`config.mk`:
```
export PLATFORM = sky130hd
export DESIGN_NAME = shift_rotate_unit
export DESIGN_NICKNAME = d
export VERILOG_FILES = /design/src/rtl/shift_rotate_unit.sv
export SDC_FILE = /design/constraint.sdc
export NUM_CORES = 1
export LEC_CHECK = 0
export CORE_MARGIN = 3
export CORE_UTILIZATION = 46
export DETAILED_ROUTE_END_ITERATION = 7
export HOLD_SLACK_MARGIN = 0.02
export PLACE_DENSITY = 0.76
export RECOVER_POWER = 50
export SLEW_MARGIN = 20
export SYNTH_ARGS = -nofsm -noshare
export SYNTH_HDL_FRONTEND = slang
export SYNTH_SLANG_ARGS = --single-unit
export TNS_END_PERCENT = 5
```
`constraint.sdc`:
```
create_clock -name i_clk -period 2.5 [get_ports i_clk]
set_input_delay 0.375 -clock i_clk [delete_from_list [all_inputs] [get_ports i_clk]]
set_output_delay 0.375 -clock i_clk [all_outputs]
set_load 0.03 [all_outputs]
```
`src/rtl/shift_rotate_unit.sv`:
```
// shift_rotate_unit
// Multi-cycle shift/rotate unit (SHR, SHRA, SHL, ROR, ROL). Moves at most
// STEP bit positions per RUN cycle and reports completion with a done pulse.
//
// Parameters:
//   WIDTH  operand/result width (>= 2)
//   STEP   maximum bit positions moved per RUN cycle (1..WIDTH)
//
// Ports:
//   i_clk     system clock, rising edge
//   i_reset   synchronous active-low reset
//   i_start   request, sampled in IDLE or DONE only
//   i_op      000 SHR, 001 SHRA, 010 SHL, 011 ROR, 100 ROL, others illegal
//   i_a       value to shift
//   i_b       shift amount
//   o_busy    high while in RUN
//   o_done    one-cycle completion pulse
//   o_err     pulses with o_done when the accepted op was illegal
//   o_result  final value, held until the next accepted start
//
// Build option:
//   SHIFT_SATURATE_EN  clamps the SHR/SHRA/SHL amount to WIDTH when b >= WIDTH;
//                      when undefined, every op uses b[AMT_W-1:0].

module shift_rotate_unit #(
  parameter int unsigned WIDTH = 32,
  parameter int unsigned STEP  = 1
) (
  input  logic             i_clk,
  input  logic             i_reset,
  input  logic             i_start,
  input  logic [2:0]       i_op,
  input  logic [WIDTH-1:0] i_a,
  input  logic [WIDTH-1:0] i_b,
  output logic             o_busy,
  output logic             o_done,
  output logic             o_err,
  output logic [WIDTH-1:0] o_result
);

  localparam int unsigned AMT_W = $clog2(WIDTH);
  // One extra bit so the remaining count can hold WIDTH itself.
  localparam int unsigned CNT_W = AMT_W + 1;

  localparam logic [CNT_W-1:0] STEP_C  = CNT_W'(STEP);
  localparam logic [CNT_W-1:0] WIDTH_C = CNT_W'(WIDTH);

  localparam logic [2:0] OP_SHR  = 3'b000;
  localparam logic [2:0] OP_SHRA = 3'b001;
  localparam logic [2:0] OP_SHL  = 3'b010;
  localparam logic [2:0] OP_ROR  = 3'b011;
  localparam logic [2:0] OP_ROL  = 3'b100;

  typedef enum logic [1:0] {
    ST_IDLE = 2'd0,
    ST_RUN  = 2'd1,
    ST_DONE = 2'd2
  } state_t;

  state_t             r_state;
  logic [2:0]         r_op;
  logic [WIDTH-1:0]   r_work;
  logic [CNT_W-1:0]   r_rem;

  logic               w_illegal;
  logic [CNT_W-1:0]   w_n;
  logic [CNT_W-1:0]   w_k;
  logic [CNT_W-1:0]   w_kc;
  logic [CNT_W-1:0]   w_rem_nxt;
  logic [WIDTH-1:0]   w_step;

  assign w_illegal = (i_op > OP_ROL);

  // Effective shift amount for the request on the inputs.
`ifdef SHIFT_SATURATE_EN
  logic w_b_big;
  assign w_b_big = (|i_b[WIDTH-1:AMT_W]) || ({1'b0, i_b[AMT_W-1:0]} >= WIDTH_C);

  always_comb begin
    w_n = {1'b0, i_b[AMT_W-1:0]};
    if (((i_op == OP_SHR) || (i_op == OP_SHRA) || (i_op == OP_SHL)) && w_b_big) begin
      w_n = WIDTH_C;
    end
    if (w_illegal) begin
      w_n = '0;
    end
  end
`else
  logic w_unused_b_hi;
  assign w_unused_b_hi = ^i_b[WIDTH-1:AMT_W];

  always_comb begin
    w_n = {1'b0, i_b[AMT_W-1:0]};
    if (w_illegal) begin
      w_n = '0;
    end
  end
`endif

  // One RUN step: move by k = min(STEP, rem). k never exceeds WIDTH,
  // so the complementary rotate distance WIDTH-k cannot underflow.
  always_comb begin
    w_k       = (r_rem < STEP_C) ? r_rem : STEP_C;
    w_kc      = WIDTH_C - w_k;
    w_rem_nxt = r_rem - w_k;
    w_step    = r_work;
    case (r_op)
      OP_SHR:  w_step = r_work >> w_k;
      OP_SHRA: w_step = $unsigned($signed(r_work) >>> w_k);
      OP_SHL:  w_step = r_work << w_k;
      OP_ROR:  w_step = (r_work >> w_k) | (r_work << w_kc);
      OP_ROL:  w_step = (r_work << w_k) | (r_work >> w_kc);
      default: w_step = r_work;
    endcase
  end

  // Control FSM with registered outputs.
  always_ff @(posedge i_clk) begin
    if (!i_reset) begin
      r_state  <= ST_IDLE;
      r_op     <= '0;
      r_work   <= '0;
      r_rem    <= '0;
      o_busy   <= 1'b0;
      o_done   <= 1'b0;
      o_err    <= 1'b0;
      o_result <= '0;
    end else begin
      o_done <= 1'b0;
      o_err  <= 1'b0;
      case (r_state)
        ST_IDLE, ST_DONE: begin
          if (i_start) begin
            r_op   <= i_op;
            r_work <= i_a;
            r_rem  <= w_n;
            if (w_n == '0) begin
              // Zero amount or illegal op completes without a RUN phase.
              r_state  <= ST_DONE;
              o_result <= i_a;
              o_done   <= 1'b1;
              o_err    <= w_illegal;
            end else begin
              r_state <= ST_RUN;
              o_busy  <= 1'b1;
            end
          end else begin
            r_state <= ST_IDLE;
          end
        end
        ST_RUN: begin
          r_work <= w_step;
          r_rem  <= w_rem_nxt;
          if (w_rem_nxt == '0) begin
            r_state  <= ST_DONE;
            o_busy   <= 1'b0;
            o_done   <= 1'b1;
            o_result <= w_step;
          end
        end
        default: begin
          r_state <= ST_IDLE;
          o_busy  <= 1'b0;
        end
      endcase
    end
  end

endmodule

```
==> results of run 1 <==
## cells by family (layout without fill, tap and decap cells)
group                    Yosys count  after routing
flip-flops                        78             78
other                              1              1
multiplexers                      25             25
AND/OR/NAND/NOR                  169            169
XOR/XNOR                           1              1
adder cells (fa/ha/maj)            3              3
buffers and inverters             65            163
AO/OA/AOI/OAI                    261            261
## Yosys cell counts, drive strengths merged, types with 3 or more instances
cell / instances
mux2i: 14
o21a: 10
a211oi: 3
nor3: 11
nand2: 56
or3: 9
a31oi: 5
nand2b: 3
buf: 22
nand3: 15
nor2b: 4
a221o: 4
nor2: 52
mux2: 8
o21ai: 76
clkbuf: 34
a311oi: 11
nand3b: 3
a21oi: 88
a221oi: 12
a22oi: 11
o211ai: 5
o221a: 6
o2bb2ai: 3
dfxtp: 78
mux4: 3
a2111oi: 5
inv: 7
## area by class of cell
| class | count | area share [%] |
|---|---|---|
| clock inverter | 6 | 1.08 |
| timing repair buffer | 139 | 21.1 |
| clock buffer | 10 | 2.21 |
| sequential | 78 | 25.1 |
| multi-input combinational | 460 | 47.3 |
| inverter | 8 | 0.481 |
| tap | 133 | 2.67 |
## critical path, stage by stage (launching register included)
cell	delay (ps)
dfxtp_2	330
or3_4	400
o31ai_4	230
ha_4	240
nor2_1	100
nand2_1	70
a211oi_2	210
buf_4	180
a22oi_2	90
or4_1	510
o21ai_1	120
## where the power goes
group / internal, mW / switching (mW) / total (mW)
logic: 0.851 / 1.08 / 1.93
clock network: 0.493 / 0.524 / 1.02
registers: 1.40 / 0.213 / 1.61
## repair_timing
item	CTS	global route
hold buffers	0	0
endpoints found under the hold margin	0	0
setup buffers	2	0
cloned	1	0
pin swaps	3	1
resized for setup	11	32
endpoints found under the setup margin	20	50
## metal layers
layer  up-vias  routed length, um  global-route usage [%]
li1       2450                  -                       -
met1      2480               7390                    41.5
met2       247               7670                    46.9
met3        43               1350                    7.65
met4         0                480                    9.68
met5         -                  0                       0
## registers in the layout, summed over array words and instances, names as in the netlist
signal	cells
r_op	3
r_rem	6
o_busy	1
r_state	2
o_err	1
o_done	1
o_result	32
r_work	32
## through the flow
step / TNS, ps / hold WS (ps) / setup WS [ps] / power (mW)
2_1_floorplan: -43.8 / 485 / -23.3 / 2.72
3_3_place_gp: 0 / 444 / 4.40 / 3.40
3_5_place_dp: -874 / 446 / -135 / 3.43
4_1_cts: -58.1 / 473 / -43.5 / 4.51
5_1_grt: -1940 / 484 / -207 / 4.80
6_report: -139 / 467 / -52.4 / 4.56
## path summary, 6_finish.rpt
check,end,slack (ps),depth (start not counted)
worst min register to register,o_result[16],470,2
worst min-delay path,o_result[16],470,2
worst max-delay path,o_result[10],-50,10
worst max register to register,o_result[10],-50,10
==> flow_summary.toml, run 1 <==
[sta]
layout_min_cycle_time_ps = 2550
final_max_slew_viol_count = 0
worst_slew_pin_slew_ps = 1240
timing.fmax_ghz = 0.392
fin_crit_sh_pct = 102
rsz0062_at_grt = "yes"
setup_violations = 4
max_slew_margin_pct = 17.2
skew_ps = 9.28
hold_violations = 0
fin_ws_ps = -52.4

[die]
start_util_pct = 47.6
die_area_sq_um = 11400
coreArea_sq_um = 9820
die_x_um = 107
row_count = 36
die_y_um = 107
io_pins = 105

[worst_hold_path]
hold_path.class = "reg2reg"
hp-start = "o_result[16]"

[synth]
synth_xor_area_share_pct = 0.187
synthTopCellsByArea = "dfxtp_1, a21oi_1, o21ai_0, nand2_1, nor2_1"
yosysTopAreaCell = "dfxtp_1"
yosysTopAreaCellShare_pct = 33.4
synth_flop_cell = "dfxtp_1"
synthesis.area_sq_um = 4680
synth-edff-count = 0
ys_ff_latch = 78
ys_seq_area_share_pct = 33.4
synthSimpleGateAreaFrac_pct = 16.9
muxShareOfSynthArea_pct = 6.37
synth_compound_area_share_pct = 35.4
synthCells = 603
synth_warnings = 0
synth_top_family_by_area = "compound AO/OA/AOI/OAI gates"
ys_async_sr_fraction_pct = 0
syn_avg_cell_area_sq_um = 7.75
synth_fa_ha_area_share_pct = 0.749
syn_nets = 675
ys_types = 75

[clock_network]
tritoncts = "yes"
root_buffer = "clkbuf_8"
clkTransAtPathRegs_ps = 90
cts.htree.levels = 3
cts_sinks = 78
cts_made_buffers = 9
clock_path_buffers = 2
worstSkewPairLatency_ps = 390

[run_status]
run_status = "complete, but fails checks"
violations = "setup timing"

[global_routing]
grt_usage_pct = 30.3
grt_pass1_wl_um = 27100
first_global_vias = 5029
grt_max_degree = 41
globalRouteOverflowTotal = 0
antenna_found_initial = 0

[worst_setup_path]
crit_required_ps = 2820
worstSetupStartpointType = "flop"
reg2reg_from = "r_rem[1]"
end_kind = "flop"
crit_type = "reg2reg"
crit_start = "r_rem[1]"
path_max_fanout = 3
arrival_ps = 2880

[placed_design]
port_buffers = 77
place_area_sq_um = 5870
post-place-cells = 815
hpwl_um = 11700
gp_congestion = 0.949

[route]
vias_per_cell = 6.26
postRouteAntennaNets = 0
drc = 0
wl_per_cell_um = 20.3
drt_iter0_drc = 508
drt-total-wl_um = 16900
via_count = 5220
first_pass_iters = 6

[final_layout]
final_area_sq_um = 6240
final_util_pct = 63.5
multi_input_area_sq_um = 2950
seq_area_sq_um = 1570
final_cell_mix = "a21oi_1, dfxtp_1, buf_4, nand2_1, o21ai_0"
area_delta_synth_final_pct = 33.4
n_antenna_cell = 0
drive_above_1_share_pct = 18.8
layout.cells.non_filler = 834
n_fill_cell = 903
layout.nets = 768
layout_commonest_cell = "a21oi_1"

[power_and_ir_drop]
leakagePower_nw = 2.39
ir_worst_vdd_mv = 0.594
p_per_area_nw_per_um2 = 732

[job]
maxCapViolations = 0
Note: power is estimated with default switching activity, not from simulation.
==> run 2, diff against run 1 <==
--- a/config.mk
+++ b/config.mk
@@ -6,10 +6,10 @@
 export NUM_CORES = 1
 export LEC_CHECK = 0
 export CORE_MARGIN = 3
-export CORE_UTILIZATION = 46
+export CORE_UTILIZATION = 41
 export DETAILED_ROUTE_END_ITERATION = 7
 export HOLD_SLACK_MARGIN = 0.02
-export PLACE_DENSITY = 0.76
+export PLACE_DENSITY = 0.69
 export RECOVER_POWER = 50
 export SLEW_MARGIN = 20
 export SYNTH_ARGS = -nofsm -noshare
==> run 2 against run 1 <==
  * The run still ends with setup timing left
  * Global-route usage down 3.7 points
  * Combinational power grew 3%
  * Clock skew decreased by 4.4 ps
  * Routed wire length up 4.1%
  * Utilization fell by 5.9 points
  * Clock power is 21% higher
==> flow_summary.toml, run 2 (synthesized netlist as in run 1, its figures left out) <==
[worst_setup_path]
reg2reg_from = "r_rem[2]"
end_kind = "flop"
path_max_fanout = 3
r2r_cells = 9
ff2ff_setup_slack_ps = -110
arrival_ps = 2890
crit_start = "r_rem[2]"
crit_required_ps = 2770
crit_type = "reg2reg"
worstSetupStartpointType = "flop"
r2r_end = "o_result[10]"

[die]
row_count = 38
io_pins = 105
die_area_sq_um = 12700
coreArea_sq_um = 11000
die_y_um = 113
start_util_pct = 42.6
die_x_um = 113

[final_layout]
n_antenna_cell = 0
layout_commonest_cell = "a21oi_1"
n_fill_cell = 1041
layout.cells.non_filler = 846
final_cell_mix = "a21oi_1, clkdlybuf4s50_1, dfxtp_1, o21ai_0, buf_4"
final_util_pct = 57.7
drive_above_1_share_pct = 19.3
top_regs = "o_result: 32 flops, r_work: 32 flops, r_rem: 6 flops"
area_delta_synth_final_pct = 35.4
layout.nets = 773

[route]
postRouteAntennaNets = 0
drc = 0
drt-total-wl_um = 17600
vias_per_cell = 6.19
first_pass_iters = 5
via_count = 5234
wl_per_cell_um = 20.8
drt_iter0_drc = 502

[sta]
timing.fmax_ghz = 0.382
setup_violations = 2
final_max_slew_viol_count = 0
worst_slew_pin_slew_ps = 975
max_slew_margin_pct = 35.0
skew_ps = 4.93
rsz0062_at_grt = "yes"
layout_min_cycle_time_ps = 2610
hold_violations = 0
fin_setup_tns_ps = -116
fin_crit_sh_pct = 105
fin_ws_ps = -114

[run_status]
violations = "setup timing"
run_status = "complete, but fails checks"

[global_routing]
grt_usage_pct = 26.6
antenna_found_initial = 0
globalRouteOverflowTotal = 0
first_global_vias = 4906
grt_max_degree = 42
grt_pass1_wl_um = 27000

[placed_design]
post-place-cells = 821
gp_congestion = 0.950
hpwl_um = 12000
port_buffers = 77

[clock_network]
cts.htree.levels = 3
cts_sinks = 78
cts_made_buffers = 9
hold_buffers = 0
worstSkewPairLatency_ps = 350
root_buffer = "clkbuf_16"
tritoncts = "yes"
clkTransAtPathRegs_ps = 60
clock_path_buffers = 2

[job]
maxCapViolations = 0

[power_and_ir_drop]
leakagePower_nw = 2.34
p_per_area_nw_per_um2 = 763
ir_worst_vdd_mv = 0.415

[worst_hold_path]
hp-start = "o_result[18]"
hold_path.class = "reg2reg"
hold_depth = 2
min_to = "o_result[18]"
## run 2: cell types whose count changed in the layout (fill, tap and decap cells not counted), sizes merged
cell / previous run / this run
bufinv: 1 / 0
inv: 9 / 7
clkinvlp: 2 / 1
clkinv: 2 / 4
clkbuf: 11 / 14
dlygate4sd3: 36 / 0
clkdlybuf4s50: 41 / 77
buf: 61 / 65
## run 2: area by class of cell
type	count	area, sq um	area share (%)
timing repair buffer	144	1340	21.2
sequential	78	1560	24.7
tap	140	175	2.77
inverter	8	30.0	0.474
clock buffer	12	246	3.89
multi-input combinational	460	2950	46.6
clock inverter	4	22.5	0.356
## run 2: worst max-delay path, cell delays in order, from the launching register on
cell and delay, ps:
dfxtp_2 320, or3_4 400, o31ai_4 240, ha_4 260, nor2_4 100, nand2_2 80
a211oi_4 310, a22oi_2 170, or4_1 530, o21ai_1 140
## run 2: how the worst max path moves through the flow
stage              endpoint  slack (ps)  cells after the start
5_1_grt        o_result[10]        -180                      9
4_1_cts        o_result[10]         -80                      9
6_report       o_result[10]        -110                      9
2_1_floorplan    r_work[20]         -20                     12
3_5_place_dp     r_work[10]         -80                     11
3_3_place_gp   o_result[10]           6                      9
## run 2: layer usage
metal | up-vias | GRT usage, % | wire, um
li1 | 2451 | - | -
met1 | 2527 | 36.0 | 7720
met2 | 231 | 42.1 | 8220
met3 | 25 | 5.78 | 1320
met4 | 0 | 8.81 | 307
met5 | - | 0 | 0
## run 2: timing repair
| action | CTS | global route |
|---|---|---|
| gates resized for setup | 8 | 21 |
| setup endpoints to repair | 13 | 54 |
| cloned | 0 | 1 |
| buffers inserted | 5 | 3 |
| pin swaps | 9 | 10 |
## run 2: power breakdown
part           internal [mW]  switching (mW)  total, mW
Combinational          0.880            1.11       1.99
Clock                  0.695           0.532       1.23
Sequential              1.40           0.216       1.62
Total                   2.98            1.85       4.83
## run 2: stage by stage
stage,power (mW),hold slack [ps],cell area (sq um),setup slack (ps)
floorplan,2.72,485,4710,-23.3
global placement,3.39,444,5850,6.45
detailed placement,3.41,453,5850,-81.5
CTS,4.69,461,6190,-78.4
global route,5.06,487,6330,-183
finish,4.83,455,6330,-114
